$ cat src/rtl/fifo_push_arbiter_pkg.sv
// Shared constants and FSM state type for the router FIFO push arbiter.
package fifo_push_arbiter_pkg;

  localparam int unsigned SIZE      = 8;
  localparam int unsigned BITS_DIR  = 3;
  localparam int unsigned NUM_PORTS = 5;

  typedef enum logic [1:0] {
    ARB_IDLE  = 2'd0,
    ARB_WRITE = 2'd1,
    ARB_ACK   = 2'd2
  } arb_state_e;

endpackage

$ cat src/rtl/fifo_push_arbiter_if.sv
// RX-side push handshake plus FIFO write port; master is the arbiter, slave the surroundings.
interface fifo_push_arbiter_if
  import fifo_push_arbiter_pkg::*;
#(
  parameter int unsigned DATA_W = SIZE,
  parameter int unsigned PORTS  = NUM_PORTS
);

  logic [PORTS-1:0]        fifo_push_req;
  logic [PORTS-1:0]        fifo_push_ack;
  logic [PORTS*DATA_W-1:0] fifo_push_data;
  logic                    fifo_write;
  logic [DATA_W-1:0]       fifo_data_in;
  logic                    fifo_full;
  logic [BITS_DIR-1:0]     grant;
  logic                    busy;

  modport master (
    input  fifo_push_req, fifo_push_data, fifo_full,
    output fifo_push_ack, fifo_write, fifo_data_in, grant, busy
  );

  modport slave (
    output fifo_push_req, fifo_push_data, fifo_full,
    input  fifo_push_ack, fifo_write, fifo_data_in, grant, busy
  );

endinterface

$ cat src/rtl/fifo_push_arbiter_rr_pick.sv
// Combinational round-robin selector: first set request after i_last, wrapping modulo PORTS.
module fifo_push_arbiter_rr_pick
  import fifo_push_arbiter_pkg::*;
#(
  parameter int unsigned PORTS = NUM_PORTS
) (
  input  logic [PORTS-1:0]    i_req,
  input  logic [BITS_DIR-1:0] i_last,
  output logic                o_any,
  output logic [BITS_DIR-1:0] o_idx
);

  always_comb begin
    o_any = 1'b0;
    o_idx = i_last;
    for (int unsigned k = 1; k <= PORTS; k++) begin
      int unsigned pos;
      pos = (32'(i_last) + k) % PORTS;
      if (!o_any && i_req[pos]) begin
        o_any = 1'b1;
        o_idx = BITS_DIR'(pos);
      end
    end
  end

endmodule

$ cat src/rtl/fifo_push_arbiter.sv
// Shares the single router FIFO write port among the RX transceivers via 4-phase req/ack.
module fifo_push_arbiter
  import fifo_push_arbiter_pkg::*;
#(
  parameter int unsigned DATA_W = SIZE,
  parameter int unsigned PORTS  = NUM_PORTS
) (
  input  logic                 clk,
  input  logic                 reset,
  fifo_push_arbiter_if.master  bus
);

  arb_state_e          r_state, w_state_nxt;
  logic [PORTS-1:0]    r_ack, w_ack_nxt;
  logic                r_write, w_write_nxt;
  logic [DATA_W-1:0]   r_data, w_data_nxt, w_sel_data;
  logic [BITS_DIR-1:0] r_grant, w_grant_nxt;
  logic [BITS_DIR-1:0] r_last, w_last_nxt;
  logic [BITS_DIR-1:0] w_idx;
  logic [PORTS-1:0]    w_req_open;
  logic                w_any, w_granted_req;

  assign w_req_open = bus.fifo_push_req & ~r_ack;

  fifo_push_arbiter_rr_pick #(.PORTS(PORTS)) u_pick (
    .i_req  (w_req_open),
    .i_last (r_last),
    .o_any  (w_any),
    .o_idx  (w_idx)
  );

  always_comb begin
    w_sel_data    = '0;
    w_granted_req = 1'b0;
    for (int unsigned p = 0; p < PORTS; p++) begin
      if (w_idx == BITS_DIR'(p))
        w_sel_data = bus.fifo_push_data[p*DATA_W +: DATA_W];
      if (r_grant == BITS_DIR'(p))
        w_granted_req = bus.fifo_push_req[p];
    end
  end

  always_ff @(posedge clk or negedge reset) begin
    if (!reset) r_state <= ARB_IDLE;
    else        r_state <= w_state_nxt;
  end

  always_comb begin
    w_state_nxt = r_state;
    w_ack_nxt   = r_ack;
    w_write_nxt = r_write;
    w_data_nxt  = r_data;
    w_grant_nxt = r_grant;
    w_last_nxt  = r_last;
    case (r_state)
      ARB_IDLE: begin
        if (w_any && !bus.fifo_full) begin
          w_grant_nxt = w_idx;
          w_data_nxt  = w_sel_data;
          w_write_nxt = 1'b1;
          w_state_nxt = ARB_WRITE;
        end
      end
      // Full is not re-checked here: this block is the FIFO's only writer.
      ARB_WRITE: begin
        w_write_nxt = 1'b0;
        for (int unsigned p = 0; p < PORTS; p++)
          w_ack_nxt[p] = (r_grant == BITS_DIR'(p));
        w_state_nxt = ARB_ACK;
      end
      ARB_ACK: begin
        if (!w_granted_req) begin
          w_ack_nxt   = '0;
          w_last_nxt  = r_grant;
          w_state_nxt = ARB_IDLE;
        end
      end
      default: w_state_nxt = ARB_IDLE;
    endcase
  end

  always_ff @(posedge clk or negedge reset) begin
    if (!reset) begin
      r_ack   <= '0;
      r_write <= 1'b0;
      r_data  <= '0;
      r_grant <= '0;
      r_last  <= BITS_DIR'(PORTS - 1);
    end else begin
      r_ack   <= w_ack_nxt;
      r_write <= w_write_nxt;
      r_data  <= w_data_nxt;
      r_grant <= w_grant_nxt;
      r_last  <= w_last_nxt;
    end
  end

  assign bus.fifo_push_ack = r_ack;
  assign bus.fifo_write    = r_write;
  assign bus.fifo_data_in  = r_data;
  assign bus.grant         = r_grant;
  assign bus.busy          = (r_state != ARB_IDLE);

endmodule

$ cat src/flat_wrapper.sv
// flat-port wrapper written by rule: the top's interface ports become plain ports
module fifo_push_arbiter_flat import fifo_push_arbiter_pkg::*;
#(
  parameter int unsigned DATA_W = SIZE,
  parameter int unsigned PORTS  = NUM_PORTS
)
  (clk, reset, bus_fifo_push_req, bus_fifo_push_data, bus_fifo_full, bus_fifo_push_ack, bus_fifo_write, bus_fifo_data_in, bus_grant, bus_busy);
  fifo_push_arbiter_if #(.DATA_W(DATA_W), .PORTS(PORTS)) bus_i ();
  input  logic clk;
  input  logic reset;
  input wire logic [$bits(bus_i.fifo_push_req)-1:0] bus_fifo_push_req;
  input wire logic [$bits(bus_i.fifo_push_data)-1:0] bus_fifo_push_data;
  input wire logic [$bits(bus_i.fifo_full)-1:0] bus_fifo_full;
  output wire logic [$bits(bus_i.fifo_push_ack)-1:0] bus_fifo_push_ack;
  output wire logic [$bits(bus_i.fifo_write)-1:0] bus_fifo_write;
  output wire logic [$bits(bus_i.fifo_data_in)-1:0] bus_fifo_data_in;
  output wire logic [$bits(bus_i.grant)-1:0] bus_grant;
  output wire logic [$bits(bus_i.busy)-1:0] bus_busy;
  assign bus_i.fifo_push_req = bus_fifo_push_req;
  assign bus_i.fifo_push_data = bus_fifo_push_data;
  assign bus_i.fifo_full = bus_fifo_full;
  assign bus_fifo_push_ack = bus_i.fifo_push_ack;
  assign bus_fifo_write = bus_i.fifo_write;
  assign bus_fifo_data_in = bus_i.fifo_data_in;
  assign bus_grant = bus_i.grant;
  assign bus_busy = bus_i.busy;
  fifo_push_arbiter #(.DATA_W(DATA_W), .PORTS(PORTS)) u_core (.clk(clk), .reset(reset), .bus(bus_i));
endmodule
$ cat config.mk
export PLATFORM = sky130hd
export DESIGN_NAME = fifo_push_arbiter_flat
export DESIGN_NICKNAME = d
export VERILOG_FILES = /design/src/rtl/fifo_push_arbiter_pkg.sv /design/src/rtl/fifo_push_arbiter_if.sv /design/src/rtl/fifo_push_arbiter_rr_pick.sv /design/src/rtl/fifo_push_arbiter.sv /design/src/flat_wrapper.sv
export SDC_FILE = /design/constraint.sdc
export NUM_CORES = 1
export LEC_CHECK = 0
export CAP_MARGIN = 20
export CORE_MARGIN = 5
export CORE_UTILIZATION = 45
export CTS_CLUSTER_DIAMETER = 40
export DETAILED_ROUTE_END_ITERATION = 10
export PLACE_DENSITY = 0.72
export SKIP_CTS_REPAIR_TIMING = 1
export SLEW_MARGIN = 10
export SYNTH_ARGS = -nofsm -noshare
export SYNTH_HDL_FRONTEND = slang
export SYNTH_HIERARCHICAL = 1
export SYNTH_SLANG_ARGS = --single-unit
$ cat constraint.sdc
create_clock -name clk -period 6.1 [get_ports clk]
set_input_delay 1.525 -clock clk [delete_from_list [all_inputs] [get_ports clk]]
set_output_delay 1.525 -clock clk [all_outputs]
set_load 0.01 [all_outputs]
==> out/metrics.cfg <==
[critical_path]
crit_arrival_ns=5.83
worstSetupPathType=reg -> reg
crit_path_end_kind=flip-flop
cp_max_fo=19
worstSetupStartpointType=flip-flop
required_ns=6.23

[timing]
slew_headroom_pct=58.5
setup_viol=0
rsz0062_at_grt=false
setup_tns_ns=0
tightest_slew_ns=0.620
fmax_ghz=0.176
worst_slack_ns=0.404
hold_violations=0
period_share_pct=93.4
min_period_ns=5.70
drv_slew=0
fin_skew_ns=0.00835

[clocking]
cts_root_buf=clkbuf_8
cts_buffers=3
clock-sinks=22
worstSkewPairLatency_ns=0.27
clkSlewWorstSetupHoldPaths_ns=0.09
tritoncts=built
clk_path_buf_depth=2
ctsHtreeMaxLevel=1

[route]
wire_per_inst_um=17.0
route.vias.total=3094
drt_iter0_drc=216
ant_nets=0
drc_errors=0
wl_um=9120
vias_per_cell=5.78
drt_pass1_iterations=5

[synth]
synth_area_sq_um=3210
synth_top_family_by_area=compound AO/OA/AOI/OAI gates
netlist_instances=382
yosys.area_share.simple_pct=21.5
syn-num-nets=454
ys.flop_type=dfrtp_1
ys_seq_area_share_pct=17.2
synth_compound_area_share_pct=29.3
synthXorXnorAreaFrac_pct=3.67
avgSynthCellArea_sq_um=8.40
ys.warnings.count=6
synthDistinctLibCells=85
synth_seq_cells=22
synth_edf_count=0
async_flop_share_pct=100
synth.area.mux_share_pct=12.3
synth_adder_area_share_pct=9.36

[cells_and_area]
layout.nets=512
layout_commonest_cell=clkdlybuf4s50_1
diodes=0
drive_gt1_share_pct=12.5
syn_to_final_growth_pct=24.9
fill_cells=620
mostFrequentLayoutCells=clkdlybuf4s50_1, a21oi_1, nand2_1

[global_route]
grt_usage_pct=20.5
grt_pass1_vias=2946
grt_antenna_before_repair=0
grt_pass1_wl_um=14600
overflow=0
grt_max_degree=23

[die]
core_area_sq_um=6870
row_count=30
die_h_um=94.4
floorplan.initialDensity_pct=46.7
dieWidth_um=94.4
dieArea_sq_um=8920
ioPinCount=66

[job]
cap_violations=0

[min_path]
worstHoldPathType=reg -> reg

[status]
status=finished clean

[placed_design]
dp_hpwl_um=7240
port_buffers=65
gp_congestion=0.866
post-place-ws_ns=0.336

[per-stage QoR]
| step | util (%) | hold WS (ns) | cells | instance area (sq um) |
|---|---|---|---|---|
| 6_report | 58.3 | 0.491 | 535 | 4010 |
| 5_1_grt | 58.3 | 0.541 | 535 | 4010 |
| 4_1_cts | 57.9 | 0.495 | 533 | 3980 |
| 3_5_place_dp | 56.9 | 0.468 | 529 | 3910 |
| 3_3_place_gp | 56.9 | 0.467 | 529 | 3910 |
| 2_1_floorplan | - | 0.518 | 382 | 3210 |
[registers in the layout, indices dropped and copies added (netlist names)]
signal,cells
u_core/bus.grant,3
u_core/bus.fifo_data_in,8
u_core/bus.fifo_write,1
u_core/r_state,2
u_core/r_last,3
u_core/bus.fifo_push_ack,5
[worst paths after layout]
check                                                   from                                     end  slack, ns  cells after the start
min                        u_core/bus.fifo_write$_DFFE_PN0P_       u_core/bus.fifo_write$_DFFE_PN0P_       0.49                      1
min reg2reg                u_core/bus.fifo_write$_DFFE_PN0P_       u_core/bus.fifo_write$_DFFE_PN0P_       0.49                      1
min in group asynchronous                              reset  u_core/bus.fifo_data_in[1]$_DFFE_PN0P_       1.60                      1
max                             u_core/r_last[0]$_DFFE_PN0P_  u_core/bus.fifo_data_in[6]$_DFFE_PN0P_       0.40                     19
max in group asynchronous                              reset         u_core/bus.grant[1]$_DFFE_PN0P_       4.01                      2
max reg2reg                     u_core/r_last[0]$_DFFE_PN0P_  u_core/bus.fifo_data_in[6]$_DFFE_PN0P_       0.40                     19
[Yosys cell counts, types with 3 or more instances]
master | n | area (sq um)
mux2i_1 | 19 | 190
and2_1 | 4 | 25.0
a211oi_1 | 4 | 30.0
nand2_1 | 25 | 93.8
nor3_1 | 7 | 35.0
nand3b_1 | 4 | 30.0
buf_2 | 7 | 35.0
o211ai_1 | 9 | 67.6
a31oi_1 | 7 | 43.8
o21ai_0 | 22 | 110
mux2_2 | 4 | 45.0
clkbuf_1 | 5 | 18.8
a21o_1 | 4 | 30.0
mux4_2 | 6 | 135
nor2b_1 | 10 | 62.6
o21a_1 | 6 | 45.0
inv_1 | 23 | 86.3
ha_1 | 24 | 300
buf_4 | 5 | 37.5
nand3_1 | 13 | 65.1
a22oi_1 | 5 | 37.5
or3_1 | 3 | 18.8
inv_2 | 3 | 11.3
nor3b_1 | 3 | 22.5
dfrtp_1 | 21 | 526
o22ai_1 | 7 | 43.8
nand2b_1 | 7 | 43.8
xnor2_1 | 5 | 43.8
a21oi_1 | 27 | 135
nor2_1 | 21 | 78.8
or2_1 | 3 | 18.8
[critical path, cell delays in order, from the launching register on]
cell and delay (ns):
dfrtp_1 0.54, inv_1 0.21, ha_1 0.50, ha_1 0.29, nor3b_1 0.07, o31a_1 0.27
xnor2_1 0.25, ha_1 0.24, nand2b_1 0.07, a32oi_1 0.31, mux2i_1 0.54, mux2i_1 0.30
o22ai_1 0.18, nor4b_4 0.40, nor2_2 0.06, a221oi_2 0.23, buf_4 0.29, mux4_2 0.52
a22oi_1 0.19, a21oi_1 0.09
[layout make-up]
class / count / area [sq um] / area share (%)
Clock buffer: 3 / 41.3 / 1.03
Timing Repair Buffer: 73 / 722 / 18.0
Sequential cell: 22 / 556 / 13.9
Clock inverter: 1 / 30.0 / 0.749
Tap cell: 96 / 120 / 3.00
Inverter: 26 / 97.6 / 2.44
Multi-Input combinational cell: 314 / 2440 / 60.9
[cell families (layout without fill, tap and decap cells)]
logic type                 Yosys count  in the layout
AOI/OAI and AO/OA                  129            129
and+or+nand+nor                    120            120
buffers and inverters               46            103
muxes                               31             31
adders and majority gates           24             24
DFF                                 22             22
xor gates and xnor gates            10             10
[routing by layer]
| metal | GRT usage [%] | share of wire, % |
|---|---|---|
| met2 | 33.9 | 50 |
| met5 | 0 | 0 |
| met4 | 3.97 | 0.66 |
| met1 | 28.8 | 46 |
| met3 | 2.39 | 3.5 |
Power is not shown: default switching activity piles up to over one toggle a cycle in this logic, so the estimate is an artifact.
